$ cat src/rtl/arbiter_1_to_n_response_router.sv
// ---------------------------------------------------------------------------
// arbiter_1_to_n_response_router
//
// Buffers a single cache-response stream in an ingress FIFO and routes each
// response to one of NUM_MEMORY_REQUESTOR lanes using the destination field
// that travels with it. An all-ones destination broadcasts to every lane
// when BROADCAST_EN is set. Unroutable heads are dropped and counted.
//
// Ports:
//   ap_clk                clock, rising edge
//   areset                synchronous active-high reset
//   response_in_valid     input response valid
//   response_in_payload   input response data
//   response_in_dest      destination lane, all-ones = broadcast
//   response_out_valid    per-lane valid (pending lane mask)
//   response_out_payload  payload shared by all lanes
//   response_out_ready    per-lane accept
//   fifo_full             occupancy == depth (registered)
//   fifo_empty            occupancy == 0 (registered)
//   fifo_prog_full        occupancy >= PROG_THRESH (registered)
//   fifo_overflow         sticky: a write was lost because the FIFO was full
//   drop_count            saturating count of unroutable responses
//   fifo_setup_signal     high while the block is not yet accepting input
// ---------------------------------------------------------------------------
module arbiter_1_to_n_response_router #(
  parameter int NUM_MEMORY_REQUESTOR = 4,
  parameter int ID_W                 = 4,
  parameter int PAYLOAD_W            = 128,
  parameter int FIFO_ARBITER_DEPTH   = 16,
  parameter int PROG_THRESH          = FIFO_ARBITER_DEPTH - 4,
  parameter bit BROADCAST_EN         = 1'b1,
  parameter int SETUP_CYCLES         = 4
) (
  input  logic                            ap_clk,
  input  logic                            areset,
  input  logic                            response_in_valid,
  input  logic [PAYLOAD_W-1:0]            response_in_payload,
  input  logic [ID_W-1:0]                 response_in_dest,
  output logic [NUM_MEMORY_REQUESTOR-1:0] response_out_valid,
  output logic [PAYLOAD_W-1:0]            response_out_payload,
  input  logic [NUM_MEMORY_REQUESTOR-1:0] response_out_ready,
  output logic                            fifo_full,
  output logic                            fifo_empty,
  output logic                            fifo_prog_full,
  output logic                            fifo_overflow,
  output logic [15:0]                     drop_count,
  output logic                            fifo_setup_signal
);

  localparam int N      = NUM_MEMORY_REQUESTOR;
  localparam int PTR_W  = $clog2(FIFO_ARBITER_DEPTH);
  localparam int CNT_W  = PTR_W + 1;
  localparam int SCNT_W = $clog2(SETUP_CYCLES + 1);
  localparam int ENT_W  = PAYLOAD_W + ID_W;
  localparam logic [N-1:0]     ONE_LANE = N'(1);
  localparam logic [CNT_W-1:0] DEPTH_C  = CNT_W'(FIFO_ARBITER_DEPTH);
  localparam logic [CNT_W-1:0] PROG_C   = CNT_W'(PROG_THRESH);

  typedef enum logic {CTL_SETUP, CTL_RUN} ctl_state_e;
  typedef enum logic {OUT_IDLE, OUT_HOLD} out_state_e;

  ctl_state_e              ctl_state_q, ctl_state_d;
  logic [SCNT_W-1:0]       setup_cnt_q, setup_cnt_d;
  out_state_e              out_state_q, out_state_d;

  logic                    in_valid_q;
  logic [PAYLOAD_W-1:0]    in_payload_q;
  logic [ID_W-1:0]         in_dest_q;

  logic [ENT_W-1:0]        mem_q [FIFO_ARBITER_DEPTH];
  logic [PTR_W-1:0]        wr_ptr_q, rd_ptr_q;
  logic [CNT_W-1:0]        count_q, count_d;

  logic [N-1:0]            mask_q, mask_d;
  logic [PAYLOAD_W-1:0]    payload_q, payload_d;
  logic                    full_q, empty_q, prog_q, ovf_q;
  logic [15:0]             drop_q;

  logic [ENT_W-1:0]        head_entry;
  logic [PAYLOAD_W-1:0]    head_payload;
  logic [ID_W-1:0]         head_dest;
  logic [N-1:0]            head_mask;
  logic                    head_routable;
  logic                    head_valid;
  logic [N-1:0]            mask_rem;
  logic                    stage_free;
  logic                    pop_load, pop_drop, pop, push;

  assign head_entry   = mem_q[rd_ptr_q];
  assign head_payload = head_entry[ENT_W-1:ID_W];
  assign head_dest    = head_entry[ID_W-1:0];
  assign head_valid   = (count_q != '0);

  // Lanes still waiting after this cycle's handshakes; the stage can take a
  // new head as soon as this is empty, which gives bubble-free delivery.
  assign mask_rem   = mask_q & ~response_out_ready;
  assign stage_free = (mask_rem == '0);
  assign pop_load   = head_valid & head_routable & stage_free;
  assign pop_drop   = head_valid & ~head_routable;
  assign pop        = pop_load | pop_drop;
  assign push       = in_valid_q & ((count_q != DEPTH_C) | pop);

  // Head destination decode into a lane mask.
  always_comb begin
    head_mask     = '0;
    head_routable = 1'b0;
    if (head_dest < ID_W'(N)) begin
      head_mask     = ONE_LANE << head_dest;
      head_routable = 1'b1;
    end else if ((BROADCAST_EN == 1'b1) && (head_dest == {ID_W{1'b1}})) begin
      head_mask     = '1;
      head_routable = 1'b1;
    end else begin
      head_mask     = '0;
      head_routable = 1'b0;
    end
  end

  // Control FSM: hold off input for SETUP_CYCLES cycles after reset.
  always_comb begin
    ctl_state_d = ctl_state_q;
    setup_cnt_d = setup_cnt_q;
    case (ctl_state_q)
      CTL_SETUP: begin
        if (setup_cnt_q == SCNT_W'(SETUP_CYCLES - 1)) begin
          ctl_state_d = CTL_RUN;
        end else begin
          setup_cnt_d = setup_cnt_q + SCNT_W'(1);
        end
      end
      CTL_RUN: ctl_state_d = CTL_RUN;
      default: ctl_state_d = CTL_SETUP;
    endcase
  end

  // Output stage FSM: holds one response and its pending lane mask.
  always_comb begin
    out_state_d = out_state_q;
    mask_d      = mask_rem;
    payload_d   = payload_q;
    case (out_state_q)
      OUT_IDLE, OUT_HOLD: begin
        if (pop_load) begin
          mask_d      = head_mask;
          payload_d   = head_payload;
          out_state_d = OUT_HOLD;
        end else if (stage_free) begin
          out_state_d = OUT_IDLE;
        end else begin
          out_state_d = OUT_HOLD;
        end
      end
      default: begin
        mask_d      = '0;
        out_state_d = OUT_IDLE;
      end
    endcase
  end

  // Occupancy next state; push and pop together leave it unchanged.
  always_comb begin
    count_d = count_q;
    case ({push, pop})
      2'b10:   count_d = count_q + CNT_W'(1);
      2'b01:   count_d = count_q - CNT_W'(1);
      default: count_d = count_q;
    endcase
  end

  // FIFO storage; contents need no reset because occupancy gates every read.
  always_ff @(posedge ap_clk) begin
    if (push) begin
      mem_q[wr_ptr_q] <= {in_payload_q, in_dest_q};
    end
  end

  // All control state, pointers, flags and the output stage.
  always_ff @(posedge ap_clk) begin
    if (areset) begin
      ctl_state_q  <= CTL_SETUP;
      setup_cnt_q  <= '0;
      out_state_q  <= OUT_IDLE;
      in_valid_q   <= 1'b0;
      in_payload_q <= '0;
      in_dest_q    <= '0;
      wr_ptr_q     <= '0;
      rd_ptr_q     <= '0;
      count_q      <= '0;
      mask_q       <= '0;
      payload_q    <= '0;
      full_q       <= 1'b0;
      empty_q      <= 1'b1;
      prog_q       <= 1'b0;
      ovf_q        <= 1'b0;
      drop_q       <= 16'h0000;
    end else begin
      ctl_state_q  <= ctl_state_d;
      setup_cnt_q  <= setup_cnt_d;
      out_state_q  <= out_state_d;
      // Inputs arriving during SETUP never reach the input register.
      in_valid_q   <= response_in_valid & (ctl_state_q == CTL_RUN);
      in_payload_q <= response_in_payload;
      in_dest_q    <= response_in_dest;
      if (push) begin
        wr_ptr_q <= wr_ptr_q + PTR_W'(1);
      end
      if (pop) begin
        rd_ptr_q <= rd_ptr_q + PTR_W'(1);
      end
      count_q      <= count_d;
      mask_q       <= mask_d;
      payload_q    <= payload_d;
      full_q       <= (count_d == DEPTH_C);
      empty_q      <= (count_d == '0);
      prog_q       <= (count_d >= PROG_C);
      if (in_valid_q && !push) begin
        ovf_q <= 1'b1;
      end
      if (pop_drop && (drop_q != 16'hFFFF)) begin
        drop_q <= drop_q + 16'h0001;
      end
    end
  end

  assign response_out_valid   = mask_q;
  assign response_out_payload = payload_q;
  assign fifo_full            = full_q;
  assign fifo_empty           = empty_q;
  assign fifo_prog_full       = prog_q;
  assign fifo_overflow        = ovf_q;
  assign drop_count           = drop_q;
  assign fifo_setup_signal    = (ctl_state_q == CTL_SETUP);

endmodule

$ cat config.mk
export PLATFORM = sky130hd
export DESIGN_NAME = arbiter_1_to_n_response_router
export DESIGN_NICKNAME = d
export VERILOG_FILES = /design/src/rtl/arbiter_1_to_n_response_router.sv
export SDC_FILE = /design/constraint.sdc
export NUM_CORES = 2
export LEC_CHECK = 0
export BUFFER_PORTS_ARGS = -buffer_cell sky130_fd_sc_hd__buf_2
export CELL_PAD_IN_SITES_DETAIL_PLACEMENT = 1
export CELL_PAD_IN_SITES_GLOBAL_PLACEMENT = 1
export CORE_ASPECT_RATIO = 0.8
export CORE_UTILIZATION = 59
export CTS_CLUSTER_SIZE = 8
export DETAILED_ROUTE_END_ITERATION = 10
export PLACE_DENSITY_LB_ADDON = 0.1
export SLEW_MARGIN = 20
export SYNTH_ARGS = -nofsm -noshare
export SYNTH_HDL_FRONTEND = slang
export SYNTH_SLANG_ARGS = --single-unit
$ cat constraint.sdc
create_clock -name ap_clk -period 31.3 [get_ports ap_clk]
set_clock_uncertainty 0.2 [all_clocks]
set_input_delay 1.565 -clock ap_clk [delete_from_list [all_inputs] [get_ports ap_clk]]
set_output_delay 1.565 -clock ap_clk [all_outputs]
set_load 0.02 [all_outputs]
# Word-level counts from Yosys, hierarchy flattened
# Memories as Yosys holds them, arrays and structs flattened. A register that Yosys moved wholly into a read port is not among the register bits.
# Index checks and enable logic that the tools add are counted.
# word_totals
ramBits	2112
output_inout_bits	153
register_bits	302
mem_count	1
# op_classes
add_sub_neg	6
n_eq_ne	7
n_lt_le_gt_ge	2
reduce_logical	7
shifts	1
n_mux	12
bitwise_logic	12
# memory_table
name	words	word_bits	rd	rd_clocked_by_memory_dff	wr	line	rtl
mem_q	16	132	1	1	1	70	logic [ENT_W-1:0] mem_q [FIFO_ARBITER_DEPTH];
# op_table
operator	count
two-way mux 4 bit	5
adder 16 x 1 -> 16 bit, second input constant	1
!= test 16 bit, second input constant	1
case mux 5 bit (2 select lines)	1
adder 4 x 1 -> 4 bit, second input constant	2
adder 5 x 1 -> 5 bit, second input constant	1
bitwise AND 1 bit	5
equality test 5 bit, second input constant	1
>= comparator 5 x 4 -> 1 bit, second input constant	1
zero test 5 bit	1
two-way mux 1 bit	5
!= test 5 bit, second input constant	1
nonzero test 5 bit	1
subtractor 5 x 1 -> 5 bit, second input constant	1
bitwise AND 4 bit	1
equality test 4 bit, second input constant	1
zero test 4 bit	1
< comparator 4 x 3 -> 1 bit, second input constant	1
NOT 4 bit	1
<< shifter 1 x 4 -> 4 bit, first input constant	1
adder 3 x 1 -> 3 bit, second input constant	1
equality test 3 x 2 -> 1 bit, second input constant	1
NOT 1 bit	3
equality test 2 x 1 -> 1 bit, second input constant	1
6 further kinds	8

# Depth between registers and ports, before layout
# logic_depth
word_depth	11
depth_mapped	18

# Least setup slack after synthesis
# No wires, ideal clock.
# synth_timing
path_type	in2reg
startpoint	in response_out_ready[3]
endpoint	mem mem_q[0][0] in the netlist's numbering, enable pin
arrival_ns	11.635
t_required_ns	30.315
n_path_buf	1
setup_ns	0.785
setup_slack_ns	18.680
stages	9
path_cell_list	nand2b_1 -> nand3_1 -> nor2_1 -> nand2_1 -> o21a_1 -> buf_2 -> a21boi_1 -> nand2_1 -> nor3_1
# synth_via
elab_chain_len	9
# synth_lines
item	line	rtl
start, declared	41	input logic [NUM_MEMORY_REQUESTOR-1:0] response_out_ready,
NOT 4 bit	96	assign mask_rem = mask_q & ~response_out_ready;
bitwise AND 4 bit	96	
zero test 4 bit	97	assign stage_free = (mask_rem == '0);
bitwise AND 1 bit	98	assign pop_load = head_valid & head_routable & stage_free;
bitwise OR 1 bit	100	assign pop = pop_load | pop_drop;
bitwise OR 1 bit	101	assign push = in_valid_q & ((count_q != DEPTH_C) | pop);
bitwise AND 1 bit	101	
two-way mux 1 bit	172	if (push) begin
two-way mux 1 bit (not written as such)	173	mem_q[wr_ptr_q] <= {in_payload_q, in_dest_q};
end, declared	70	
# No other way between the ends.

==> flow_metrics.env <==
export IMPL_status="complete, no violations"
export IMPL_core_sq_um=150000
export IMPL_routed_wl_um=227000
export IMPL_fmax_mhz=133
export IMPL_ctsHtreeMaxLevel=5
export IMPL_die_h_um=349
export IMPL_cts_setup_buffers=0
export IMPL_clock_sinks=2418
export IMPL_final_setup_viol_count=0
export IMPL_cts_tree="built"
export IMPL_first_pass_iters=5
export IMPL_ctsLongestPathBuffers=4
export IMPL_clock_root_buffer="clkbuf_16"
export IMPL_nets=4685
export IMPL_viasPerCell=6.46
export IMPL_critical_path_top_delay_family="buffers and inverters"
export IMPL_grt_max_degree=162
export IMPL_track_usage=0.302
export IMPL_min_path_type="reg -> reg"
export IMPL_drtIter0Drc=4568
export IMPL_final_min_clock_period_ns=7.51
export IMPL_ys_seq_area_frac=0.781
export IMPL_area_growth_pct=15.4
export IMPL_io_buffers=291
export IMPL_synth_top_cells_by_count="2112 x edfxtp_1, 655 x mux4_2, 306 x dfxtp_1"
export IMPL_tns_ns=0
export IMPL_worst_setup_hold_path_clk_slew_ns=0.05
export IMPL_antenna_left=0
export IMPL_yosysTopAreaCell="edfxtp_1"
export IMPL_period_share=0.240
export IMPL_synth_warnings=0
export IMPL_pwr_share_clk=0.388
export IMPL_yosysMostFrequentCell="edfxtp_1"
export IMPL_worstSetupPathType="reg -> reg"
export IMPL_crit_slowest_cell="buf_4"
export IMPL_routedWlPerCell_um=33.6
export IMPL_synth_edf_count=2112
export IMPL_worst_slew_pin_slew_ns=1.15
export IMPL_yosys_register_bits=2418
export IMPL_power_internal_w=0.00643
export IMPL_clock_latency_ns=0.94
export IMPL_nFillCells=11500
export IMPL_yosys_cell_types_count=49
export IMPL_cp_cell_sequence="buf_4 > mux4_2 > nand3_1 > nand4_1 > and4_4 > o21a_1 > a21boi_1 > nand2_1 > nor2_4 > buf_4 > buf_4 > buf_4"
export IMPL_design_area_sq_um=103000
export IMPL_syn_num_nets=4190
export IMPL_ios=292
export IMPL_start_util=0.594
export IMPL_vias=43600
export IMPL_holdWs_ns=0.250
export IMPL_power_frac_comb=0.185
export IMPL_worstSetupEndpointType="register"
export IMPL_power_w=0.00879
export IMPL_pwr_share_seq=0.427
export IMPL_avgSynthCellArea_sq_um=22.0
export IMPL_antenna_found_initial=13
export IMPL_gp_congestion=0.760
export IMPL_grt_overflow_total=0
export IMPL_crit_path_start_kind="register"
export IMPL_cts_hold_buf=0
export IMPL_timing_final_max_slew_violations=0
export IMPL_hold_viol=0
export IMPL_rows=127
export IMPL_cp_data_required_time_ns=31.62
export IMPL_cap_violations=0
export IMPL_dieWidth_um=436
export IMPL_async_flop_share=0
export IMPL_dpl_cell_area_sq_um=93000
export IMPL_cpMostUsedCell="buf_4"
export IMPL_dp_hpwl_um=117000
export IMPL_grt_pass1_wl_um=327000
export IMPL_cpPeakStageDelay_ns=0.94
export IMPL_p_sw_frac=0.269
export IMPL_fin_util=0.686
export IMPL_p_leak_nw=33.9
export IMPL_die_area_sq_um=153000
export IMPL_drc_errors=0
export IMPL_synth_cells=4039
export IMPL_crit_fanout=55
export IMPL_multi_input_area_sq_um=18800
export IMPL_ys_top_cells_by_area="edfxtp_1 71%, mux4_2 17%, dfxtp_1 6.9%, nand2_1 1.2%, nor2b_1 0.96%"
export IMPL_ys_flop_type="edfxtp_1"
export IMPL_crit_buf_inv=4
export IMPL_rsz0062_at_grt="no"
export IMPL_netlist_area_sq_um=89100
export IMPL_drive_gt1_frac=0.296
export IMPL_yosys_area_top_type_share=0.712
export IMPL_worstPathArrival_ns=7.83
export IMPL_cts_buffers=352
export IMPL_max_vdd_ir_drop_uv=75.0
export IMPL_slew_headroom=0.235
export IMPL_p_sw_w=0.00236
export IMPL_ctsResizeCount=0
export IMPL_grt_pass1_vias=46600
export IMPL_p_per_area_nw_per_um2=85.5
export IMPL_ff_latch_area_sq_um=69600
==> logic make-up (layout without fill, tap and decap cells) <==
group                      after synthesis  after routing  share of synthesized area
buffers and inverters                  224            934                    0.00979
AOI/OAI and AO/OA                      168            168                     0.0101
other                                    0              5                          0
muxes                                  666            666                      0.167
and+or+nand+nor                        531            531                     0.0282
adders and majority gates               12             12                    0.00177
xor gates and xnor gates                20             20                    0.00197
DFF                                   2418           2418                      0.781
==> final timing paths <==
kind | cells after the start | startpoint | slack (ns) | endpoint
worst min register to register | 2 | response_out_payload[73] | 0.25 | response_out_payload[73]
worst max-delay path | 12 | register | 23.79 | mem_q[13][35]
worst max register to register | 12 | register | 23.79 | mem_q[13][35]
worst min-delay path | 2 | response_out_payload[73] | 0.25 | response_out_payload[73]
==> stage by stage <==
step	instances	worst slack (ns)
finish	6753	23.79
CTS	6747	23.69
global placement	6178	23.85
floorplan	4039	18.68
global route	6749	23.35
detailed placement	6178	23.69
==> cell type report <==
class,instances,share of cell area
Inverter,9,0.000329
Clock inverter,6,0.000657
Tap cell,1999,0.0243
Sequential cell,2418,0.677
Multi-Input combinational cell,1397,0.183
Clock buffer,563,0.0945
Timing Repair Buffer,356,0.0207
Antenna cell,5,0.000122
==> registers in the layout, indices dropped and copies added (netlist names), 4 cells and up, named ones only <==
| name | count |
|---|---|
| count_q | 5 |
| drop_count | 16 |
| in_dest_q | 4 |
| in_payload_q | 128 |
| mem_q | 2112 |
| rd_ptr_q | 4 |
| response_out_payload | 128 |
| response_out_valid | 4 |
| wr_ptr_q | 4 |
==> routing by layer <==
metal,routed length (um),share of wire,global-route usage,vias to the layer above
met5,34,0.00015,0,-
met4,6190,0.027,0.0917,6
met3,17300,0.076,0.0604,426
met2,115000,0.50,0.496,2103
met1,88700,0.39,0.416,23500
li1,-,-,-,17600
==> cells in the final DEF, fill, tap and decap left out, drive strengths merged, types with 12 or more instances in the layout <==
master,n
nor2,51
inv,12
dfxtp,306
nor2b,137
edfxtp,2112
clkbuf,563
buf,356
nand2,282
mux4,656
a21oi,138
nand3,13
==> power by group through the flow <==
stage | sequential (W) | clock, W | combinational, W
finish | 0.00375 | 0.00341 | 0.00163
global route | 0.00376 | 0.00357 | 0.00173
CTS | 0.00375 | 0.00345 | 0.00165
detailed placement | 0.00381 | 0 | 0.00163
global placement | 0.00380 | 0 | 0.00160
floorplan | 0.00383 | 0 | 0.00108
==> worst reg2reg max path, stage by stage, from the launching register on <==
cell      delay, ns
dfxtp_4        0.89
buf_4          0.93
mux4_2         0.63
nand3_1        0.12
nand4_1        0.17
and4_4         0.29
o21a_1         0.33
a21boi_1       0.53
nand2_1        0.39
nor2_4         0.17
buf_4          0.52
buf_4          0.94
buf_4          0.99
(Power assumes the default switching activity.)
